--- config.mk ---
export PLATFORM = sky130hd
export DESIGN_NAME = multicycle_alu_flat
export DESIGN_NICKNAME = d
export VERILOG_FILES = /design/src/rtl/multicycle_alu_if.sv /design/src/rtl/multicycle_alu.sv /design/src/flat_wrapper.sv
export SDC_FILE = /design/constraint.sdc
export NUM_CORES = 2
export LEC_CHECK = 0
export ABC_AREA = 1
export CORE_UTILIZATION = 40
export DETAILED_ROUTE_END_ITERATION = 8
export GPL_TIMING_DRIVEN = 1
export SLEW_MARGIN = 20
export SYNTH_ARGS = -nofsm -noshare
export SYNTH_HDL_FRONTEND = slang
export SYNTH_SLANG_ARGS = --single-unit
--- constraint.sdc ---
create_clock -name clk -period 11.5 [get_ports clk]
set_input_delay 2.3 -clock clk [delete_from_list [all_inputs] [get_ports clk]]
set_output_delay 2.3 -clock clk [all_outputs]
set_load 0.01 [all_outputs]
--- src/rtl/multicycle_alu_if.sv ---
// rtl/multicycle_alu_if.sv - issue/result bundle between EX operand muxes and the ALU
interface multicycle_alu_if #(
  parameter int WIDTH = 32
);
  logic             start;
  logic [3:0]       op;
  logic [WIDTH-1:0] a;
  logic [WIDTH-1:0] b;
  logic [WIDTH-1:0] result;
  logic             zero;
  logic             busy;
  logic             done;
  logic             div_by_zero;

  modport master (
    output start, op, a, b,
    input  result, zero, busy, done, div_by_zero
  );

  modport slave (
    input  start, op, a, b,
    output result, zero, busy, done, div_by_zero
  );
endinterface

--- src/rtl/multicycle_alu.sv ---
// rtl/multicycle_alu.sv - EX-stage ALU with single-cycle ops and iterative MOD/SQRT
module multicycle_alu #(
  parameter int WIDTH = 32
) (
  input  logic          clk,
  input  logic          rst,
  multicycle_alu_if.slave bus
);
  localparam int H  = WIDTH / 2;
  localparam int CW = $clog2(WIDTH + 1);

  localparam logic [3:0] OP_AND   = 4'b0000;
  localparam logic [3:0] OP_OR    = 4'b0001;
  localparam logic [3:0] OP_ADD   = 4'b0010;
  localparam logic [3:0] OP_MUL   = 4'b0011;
  localparam logic [3:0] OP_MOD   = 4'b0100;
  localparam logic [3:0] OP_SQRT  = 4'b0101;
  localparam logic [3:0] OP_SUB   = 4'b0110;
  localparam logic [3:0] OP_SLT   = 4'b0111;
  localparam logic [3:0] OP_SHIFT = 4'b1111;

  typedef enum logic [1:0] {S_IDLE, S_DIV, S_SQRT} state_t;

  state_t state, state_nxt;

  // opa is the dividend/radicand shifted out MSB-first; opb holds the divisor
  logic [WIDTH-1:0] opa;
  logic [WIDTH-1:0] opb;
  logic [WIDTH-1:0] drem;
  logic [H+1:0]     srem;
  logic [H-1:0]     root;
  logic [CW-1:0]    cnt;

  logic [WIDTH-1:0] result_q;
  logic             zero_q;
  logic             done_q;
  logic             dbz_q;

  logic             launch;
  logic             last;
  logic [WIDTH-1:0] single_res;
  logic [WIDTH:0]   div_sh;
  logic             div_ge;
  logic [WIDTH-1:0] div_rem_nxt;
  logic [H+3:0]     sq_sh;
  logic [H+3:0]     sq_trial;
  logic             sq_ge;
  logic [H+1:0]     sq_rem_nxt;
  logic [H-1:0]     sq_root_nxt;

  assign launch = (state == S_IDLE) && bus.start;
  assign last   = (cnt == CW'(1));

  // state register
  always_ff @(posedge clk) begin
    if (rst) state <= S_IDLE;
    else     state <= state_nxt;
  end

  // next-state: iterative ops leave IDLE, return on their final step
  always_comb begin
    state_nxt = state;
    case (state)
      S_IDLE: begin
        if (bus.start) begin
          if (bus.op == OP_MOD && bus.b != '0) state_nxt = S_DIV;
          else if (bus.op == OP_SQRT)          state_nxt = S_SQRT;
        end
      end
      S_DIV:   if (last) state_nxt = S_IDLE;
      S_SQRT:  if (last) state_nxt = S_IDLE;
      default: state_nxt = S_IDLE;
    endcase
  end

  // outputs: busy follows the state, the rest come straight from registers
  always_comb begin
    bus.busy        = (state != S_IDLE);
    bus.result      = result_q;
    bus.zero        = zero_q;
    bus.done        = done_q;
    bus.div_by_zero = dbz_q;
  end

  // single-cycle datapath; MOD/SQRT/undefined fall to zero here
  always_comb begin
    single_res = '0;
    case (bus.op)
      OP_AND:   single_res = bus.a & bus.b;
      OP_OR:    single_res = bus.a | bus.b;
      OP_ADD:   single_res = bus.a + bus.b;
      OP_SUB:   single_res = bus.a - bus.b;
      OP_MUL:   single_res = bus.a * bus.b;
      OP_SLT:   single_res = {{(WIDTH-1){1'b0}}, ($signed(bus.a) < $signed(bus.b))};
      OP_SHIFT: single_res = bus.a << bus.b[4:0];
      default:  single_res = '0;
    endcase
  end

  // one restoring-division step and one square-root digit step
  always_comb begin
    div_sh      = {drem, opa[WIDTH-1]};
    div_ge      = (div_sh >= {1'b0, opb});
    div_rem_nxt = div_ge ? WIDTH'(div_sh - {1'b0, opb}) : div_sh[WIDTH-1:0];
    sq_sh       = {srem, opa[WIDTH-1:WIDTH-2]};
    sq_trial    = {2'b00, root, 2'b01};
    sq_ge       = (sq_sh >= sq_trial);
    sq_rem_nxt  = sq_ge ? (H+2)'(sq_sh - sq_trial) : sq_sh[H+1:0];
    sq_root_nxt = {root[H-2:0], sq_ge};
  end

  // datapath registers: launch, iterate, and publish result/flags on completion
  always_ff @(posedge clk) begin
    if (rst) begin
      opa      <= '0;
      opb      <= '0;
      drem     <= '0;
      srem     <= '0;
      root     <= '0;
      cnt      <= '0;
      result_q <= '0;
      zero_q   <= 1'b1;
      done_q   <= 1'b0;
      dbz_q    <= 1'b0;
    end else begin
      done_q <= 1'b0;
      case (state)
        S_IDLE: begin
          if (launch) begin
            if (bus.op == OP_MOD) begin
              if (bus.b == '0) begin
                result_q <= bus.a;
                zero_q   <= (bus.a == '0);
                dbz_q    <= 1'b1;
                done_q   <= 1'b1;
              end else begin
                opa  <= bus.a;
                opb  <= bus.b;
                drem <= '0;
                cnt  <= CW'(WIDTH);
              end
            end else if (bus.op == OP_SQRT) begin
              opa  <= bus.a;
              root <= '0;
              srem <= '0;
              cnt  <= CW'(H);
            end else begin
              result_q <= single_res;
              zero_q   <= (single_res == '0);
              dbz_q    <= 1'b0;
              done_q   <= 1'b1;
            end
          end
        end
        S_DIV: begin
          opa  <= opa << 1;
          drem <= div_rem_nxt;
          cnt  <= cnt - CW'(1);
          if (last) begin
            result_q <= div_rem_nxt;
            zero_q   <= (div_rem_nxt == '0);
            dbz_q    <= 1'b0;
            done_q   <= 1'b1;
          end
        end
        S_SQRT: begin
          opa  <= opa << 2;
          srem <= sq_rem_nxt;
          root <= sq_root_nxt;
          cnt  <= cnt - CW'(1);
          if (last) begin
            result_q <= {{(WIDTH-H){1'b0}}, sq_root_nxt};
            zero_q   <= (sq_root_nxt == '0);
            dbz_q    <= 1'b0;
            done_q   <= 1'b1;
          end
        end
        default: ;
      endcase
    end
  end
endmodule

--- src/flat_wrapper.sv ---
// flat-port wrapper written by rule: the top's interface ports become plain ports
module multicycle_alu_flat 
#(
  parameter int WIDTH = 32
)
  (clk, rst, bus_start, bus_op, bus_a, bus_b, bus_result, bus_zero, bus_busy, bus_done, bus_div_by_zero);
  multicycle_alu_if #(.WIDTH(WIDTH)) bus_i ();
  input  logic clk;
  input  logic rst;
  input wire logic [$bits(bus_i.start)-1:0] bus_start;
  input wire logic [$bits(bus_i.op)-1:0] bus_op;
  input wire logic [$bits(bus_i.a)-1:0] bus_a;
  input wire logic [$bits(bus_i.b)-1:0] bus_b;
  output wire logic [$bits(bus_i.result)-1:0] bus_result;
  output wire logic [$bits(bus_i.zero)-1:0] bus_zero;
  output wire logic [$bits(bus_i.busy)-1:0] bus_busy;
  output wire logic [$bits(bus_i.done)-1:0] bus_done;
  output wire logic [$bits(bus_i.div_by_zero)-1:0] bus_div_by_zero;
  assign bus_i.start = bus_start;
  assign bus_i.op = bus_op;
  assign bus_i.a = bus_a;
  assign bus_i.b = bus_b;
  assign bus_result = bus_i.result;
  assign bus_zero = bus_i.zero;
  assign bus_busy = bus_i.busy;
  assign bus_done = bus_i.done;
  assign bus_div_by_zero = bus_i.div_by_zero;
  multicycle_alu #(.WIDTH(WIDTH)) u_core (.clk(clk), .rst(rst), .bus(bus_i));
endmodule
After elaboration in Yosys (flattened, before gate mapping)
Index checks and enable logic that the tools add are counted.
{"block": "totals", "ff_bits": 173, "elab_cells": 129}
{"block": "op_classes", "add_sub_neg": 5, "mul": 1, "magnitude_cmp": 3, "n_eq_ne": 25, "shifts": 1, "n_mux": 56, "bitwise": 3, "reduce_logical": 24}
{"operator": "$mux W32", "count": 14}
{"operator": "$pmux W32 S7", "count": 1}
{"operator": "$pmux W32 S3", "count": 2}
{"operator": "$logic_not A32 Y1", "count": 4}
{"operator": "$mux W18", "count": 4}
{"operator": "$pmux W32 S2", "count": 1}
{"operator": "$sub A32 B32 Y32", "count": 2}
{"operator": "$mux W16", "count": 3}
{"operator": "$pmux W18 S2", "count": 1}
{"operator": "$ge A33 B32 Y1", "count": 1}
{"operator": "$add A32 B32 Y32", "count": 1}
{"operator": "$and A32 B32 Y32", "count": 1}
{"operator": "$lt A32 B32 Y1", "count": 1}
{"operator": "$mul A32 B32 Y32", "count": 1}
{"operator": "$or A32 B32 Y32", "count": 1}
{"operator": "$pmux W16 S2", "count": 1}
{"operator": "$reduce_bool A32 Y1", "count": 1}
{"operator": "$shl A32 B5 Y32", "count": 1}
{"operator": "$mux W6", "count": 4}
{"operator": "$ge A20 B18 Y1", "count": 1}
{"operator": "$reduce_and A4 Y1", "count": 5}
{"operator": "$sub A18 B18 Y18", "count": 1}
{"operator": "$eq A4 B3 Y1 const B", "count": 4}
{"operator": "$logic_not A16 Y1", "count": 1}
{"operator": "other kinds (26)", "count": 61}

Logic depth before layout (Yosys ltp)
{"block": "logic_depth", "depth_word": 7, "depth_mapped": 39}

Worst setup path after synthesis
Ideal clock, no wire load.
{"block": "synth_path", "path_kind": "input -> register", "start": "in bus_b[3]", "end": "reg u_core.zero_q, in the netlist u_core.bus.zero", "setup_ns": 0.059, "t_arrival_ns": 9.190, "t_required_ns": 11.441, "setup_slack_ns": 2.251, "cell_stages": 34, "path_buffers": 4, "cell_sequence": "buf_2 > buf_1 > clkbuf_1 > buf_1 > nand2_1 > inv_1 > fa_1 > inv_1 > fa_1 > fa_1 > fa_1 > inv_1 > fa_1 > inv_1 > fa_1 > inv_1 > fa_1 > fa_1 > ha_1 > a21oi_1 > o21ai_0 > a21oi_1 > nand2_1 > a21o_1 > or2_2 > nand3_1 > nand3_1 > nor2_1 > nand3_1 > nor2_1 > nand4_1 > nand2_1 > nand2_1 > nand2_1"}
{"block": "synth_via", "elab_chain_len": 7}
{"element": "start, declared", "line_no": "flat_wrapper.sv:13", "rtl": "input wire logic [$bits(bus_i.b)-1:0] bus_b;"}
{"element": "$mul A32 B32 Y32 (tied with other cells)", "line_no": "multicycle_alu.sv:93", "rtl": "OP_MUL: single_res = bus.a * bus.b;"}
{"element": "$pmux W32 S7", "line_no": "multicycle_alu.sv:88", "rtl": "case (bus.op)"}
{"element": "$logic_not A32 Y1", "line_no": "multicycle_alu.sv:149", "rtl": "zero_q <= (single_res == '0);"}
{"element": "$mux W1", "line_no": "multicycle_alu.sv:142", "rtl": "end else if (bus.op == OP_SQRT) begin"}
{"element": "$mux W1", "line_no": "multicycle_alu.sv:130", "rtl": "if (bus.op == OP_MOD) begin"}
{"element": "$mux W1", "line_no": "multicycle_alu.sv:129", "rtl": "if (launch) begin"}
{"element": "$pmux W1 S3", "line_no": "multicycle_alu.sv:127", "rtl": "case (state)"}
{"element": "end signal, assigned", "line_no": "multicycle_alu.sv:133", "rtl": "zero_q <= (bus.a == '0);"}
{"element": "end signal, assigned", "line_no": "multicycle_alu.sv:149"}
{"element": "end signal, assigned", "line_no": "multicycle_alu.sv:161", "rtl": "zero_q <= (div_rem_nxt == '0);"}
{"element": "end, declared", "line_no": "multicycle_alu.sv:35", "rtl": "logic zero_q;"}
Parallel ways exist; a longest one is shown, timed or not. The select of a mux whose other input is x is not followed.
A chain may end at the register's enable or synchronous reset.

Final worst setup path
{"block": "layout_path", "start": "in bus_b[9]", "end": "reg u_core.zero_q, in the netlist u_core.bus.zero"}
{"block": "layout_via", "elab_chain_len": 7}
{"element": "$mul A32 B32 Y32 (tied with other cells)", "line_no": "multicycle_alu.sv:93"}
{"element": "$pmux W32 S7", "line_no": "multicycle_alu.sv:88"}
{"element": "$logic_not A32 Y1", "line_no": "multicycle_alu.sv:149"}
{"element": "$mux W1", "line_no": "multicycle_alu.sv:142"}
{"element": "$mux W1", "line_no": "multicycle_alu.sv:130"}
{"element": "$mux W1", "line_no": "multicycle_alu.sv:129"}
{"element": "$pmux W1 S3", "line_no": "multicycle_alu.sv:127"}
Parallel ways exist; a longest one is shown, timed or not. The select of a mux whose other input is x is not followed.

==> flow_summary.yaml <==
worst_setup_path:
  timing.critical_path.max_delay_family: "adder cells"
  rr_startpoint: "u_core.opa[31]"
  worst-r2r-cell-count: 26
  r2r_setup_slack_ps: 7500
  r2r_end: "u_core.bus.zero"
  cp-end-kind: "flip-flop"
  setup.worst_path.start_class: "input port"
  peak_per_stage_delay_on_the_critical_path_ps: 950
  worst-endpoint-required_ps: 11900
  critical-path-slowest-cell: "clkdlybuf4s50_1"
  path_class: "in -> reg"
  timing.critical_path.fanout_max: 15
  timing.critical_path.buf_inv: 6
  critical_path.most_common_cell: "fa_1"
  arrival_ps: 10730
hold_path:
  min_delay_worst_endpoint: "u_core.opb[28]"
  hold_path_startpoint: "u_core.opb[28]"
  holdCritPathClass: "reg -> reg"
  hold_path_depth: 2
detailed_routing:
  detail_route.first_pass.iterations: 6
  drt-wirelength-per-cell_microns: 23.1
  vias_per_cell: 5.49
  ant_nets: 0
  route.vias.total: 36200
  post-route-drc-count: 0
  drt_iter0_markers: 4026
  finalWirelength_microns: 152000
global_routing:
  grt.total_usage_pct: 33.7
  grt_overflow_total: 0
  grt_pass1_vias: 34500
  grt_antenna_before_repair: 4
  grt_pass1_wl_microns: 227000
  grt_max_degree: 85
synthesis:
  synthAdderAreaFrac_pct: 32.9
  synthTopCellsByCount: "nand2_1 (1378), inv_1 (1169), fa_1 (411)"
  synth_top_family_by_area: "adder cells"
  synthMostInstantiatedCell: "nand2_1"
  ys_warn_count: 0
  ys_seq_elements: 173
  synth-edff-count: 0
  synth_area_per_cell_sq_um: 6.51
  synth.largest_area_cell: "fa_1"
  syn-cell-area_sq_um: 35500
  synth_nets: 6205
  synth.mux.area_fraction_pct: 0
  synthDistinctLibCells: 57
  yosys.area_share.xor_xnor_pct: 1.60
  post_synth_and_or_nand_nor_area_fraction_pct: 26.3
  compound_gate_fraction_of_synth_area_pct: 13.8
  seq_area_frac_synth_pct: 9.76
  dominantRegCellSynth: "dfxtp_1"
  synth.top_cells.by_area: "fa_1 (23%), nand2_1 (15%), inv_1 (12%)"
  postSynth.asyncResetShare_pct: 0
  synth_top_area_share_pct: 23.2
  synthCells: 5447
sta:
  final.setup.tns_ps: 0
  max_freq_mhz: 96.8
  finalSetupViolCount: 0
  worst_slew_margin_rel_pct: 20.2
  finalWorstSetupSlack_ps: 1170
  number_of_hold_violations_in_the_final_report: 0
  post_layout_minimum_cycle_time_ps: 10330
  final_max_slew_viol_count: 0
  finClkSkew_ps: 20.6
  worstMarginPinSlew_ps: 1190
  setup_repair_after_global_routing_missed_its_margin: "no"
  final.period_utilization_pct: 89.8
clock_tree:
  post_cts_repair_setup_buffers: 0
  hold_buffers: 0
  number_of_buffers_created_by_cts: 17
  post_cts_resize_count: 0
  clk_transition_reported_paths_ps: 80
  clk-insertion-delay-late_ps: 460
  maximum_buffer_depth_of_the_clock_tree: 2
  cts_htree_levels: 4
  cts_tree: "done"
  root_buffer: "clkbuf_16"
  numClockSinks: 173
die:
  core_region_area_sq_um: 87300
  die-width_microns: 300
  initial_standard_cell_utilization_of_the_core_pct: 40.7
  fp.dieArea_sq_um: 89900
  chipHeight_microns: 300
  top_level_ports: 107
  row_count: 108
layout:
  share_of_post_route_cells_with_drive_strength_above_1_pct: 3.89
  num_antenna_cells: 0
  nFillCells: 9357
  areaGrowthSynthToFinish_pct: 7.87
  sequential_cell_area_sq_um: 3460
  finish.net_count: 6175
  area_of_the_multi_input_gates_sq_um: 26500
status:
  status: "finished clean"
run:
  maxCapViolations: 0
placed_design:
  routabilityCongestion: 1.05
  numPortBuffers: 106
  post-place-ws_ps: 870
  dp_hpwl_microns: 125000
[cells by family (layout without fill, tap and decap cells)]
| logic type | after synthesis | after routing |
|---|---|---|
| AOI/OAI and AO/OA | 871 | 871 |
| xor gates and xnor gates | 65 | 65 |
| adders and majority gates | 687 | 687 |
| buffers and inverters | 1434 | 1417 |
| DFF | 173 | 173 |
| and+or+nand+nor | 2217 | 2217 |
[layout make-up]
type / count / area share [%]
clock inverter: 14 / 0.520
timing repair buffer: 209 / 4.69
sequential: 173 / 9.05
clock buffer: 18 / 1.12
multi-input combinational: 3840 / 69.3
inverter: 1176 / 11.5
tap: 1155 / 3.78
[state kept, by name (all words and copies together), names as in the netlist]
signal and flops:
u_core.drem 32, u_core.opa 32, u_core.bus.zero 1, u_core.state 2
u_core.bus.div_by_zero 1, u_core.opb 32, u_core.bus.result 32, u_core.srem 18
u_core.bus.done 1, u_core.cnt 6, u_core.root 16
[per-layer routing]
metal,GRT usage [%],share of wire (%),vias to the layer above
li1,-,-,16800
met1,47.7,44,17500
met2,52.3,44,1565
met3,4.91,8.5,233
met4,11.2,3.7,4
met5,0,0.022,-
[metrics by stage]
stage / instance area (sq um) / hold WS [ps] / std cells / utilization [%]
after floorplan: 35500 / 433 / 5447 / -
after global placement: 37600 / 449 / 6553 / 43.1
after detailed placement: 37600 / 455 / 6553 / 43.1
after CTS: 38300 / 465 / 6585 / 43.8
after global routing: 38300 / 485 / 6585 / 43.8
final: 38300 / 463 / 6585 / 43.8
[worst max-delay path by stage]
stage	startpoint	end	slack, ps	depth (start not counted)
after floorplan	bus_b[3]	u_core.bus.zero	2250	34
after global placement	bus_b[9]	u_core.bus.zero	820	33
after detailed placement	bus_b[9]	u_core.bus.zero	870	33
after CTS	bus_b[9]	u_core.bus.zero	1310	33
after global routing	bus_b[9]	u_core.bus.zero	820	33
final	bus_b[9]	u_core.bus.zero	1170	33
[placed cells by master, fill, tap and decap left out, types with 16 or more instances in the layout]
master and n:
nor2_1 323, o21bai_1 16, dfxtp_1 173, nand3b_1 29, clkdlybuf4s50_1 96, o221ai_1 44
ha_1 276, a21oi_1 346, nand4_1 74, o21ai_0 312, buf_4 102, inv_1 1168
xnor2_1 30, nor4_1 19, nand2_1 1375, nor3_1 28, nand3_1 311, o22ai_1 19
clkbuf_16 17, a31oi_1 19, xor2_1 35, fa_1 411, o211ai_1 37
[worst register-to-register path, cell delays in order (launching register included)]
cell,delay (ps)
dfxtp_1,490
inv_1,250
ha_1,290
inv_1,150
fa_1,300
nand2_1,110
o21ai_1,380
nand2_1,90
nand2_1,200
nand2_1,70
nand2_1,130
nand3_1,130
nand2_1,90
nand2_1,50
nand2_1,80
nand2_1,60
nand2_1,80
nand2_1,60
nor2_1,100
nand2_1,100
nor2_1,180
nand3_1,140
nand2_1,120
a21oi_1,70
nand2_1,100
nand2_1,50
nand2_1,60
Power is not shown: default switching activity piles up to over one toggle a cycle in this logic, so the estimate is an artifact.
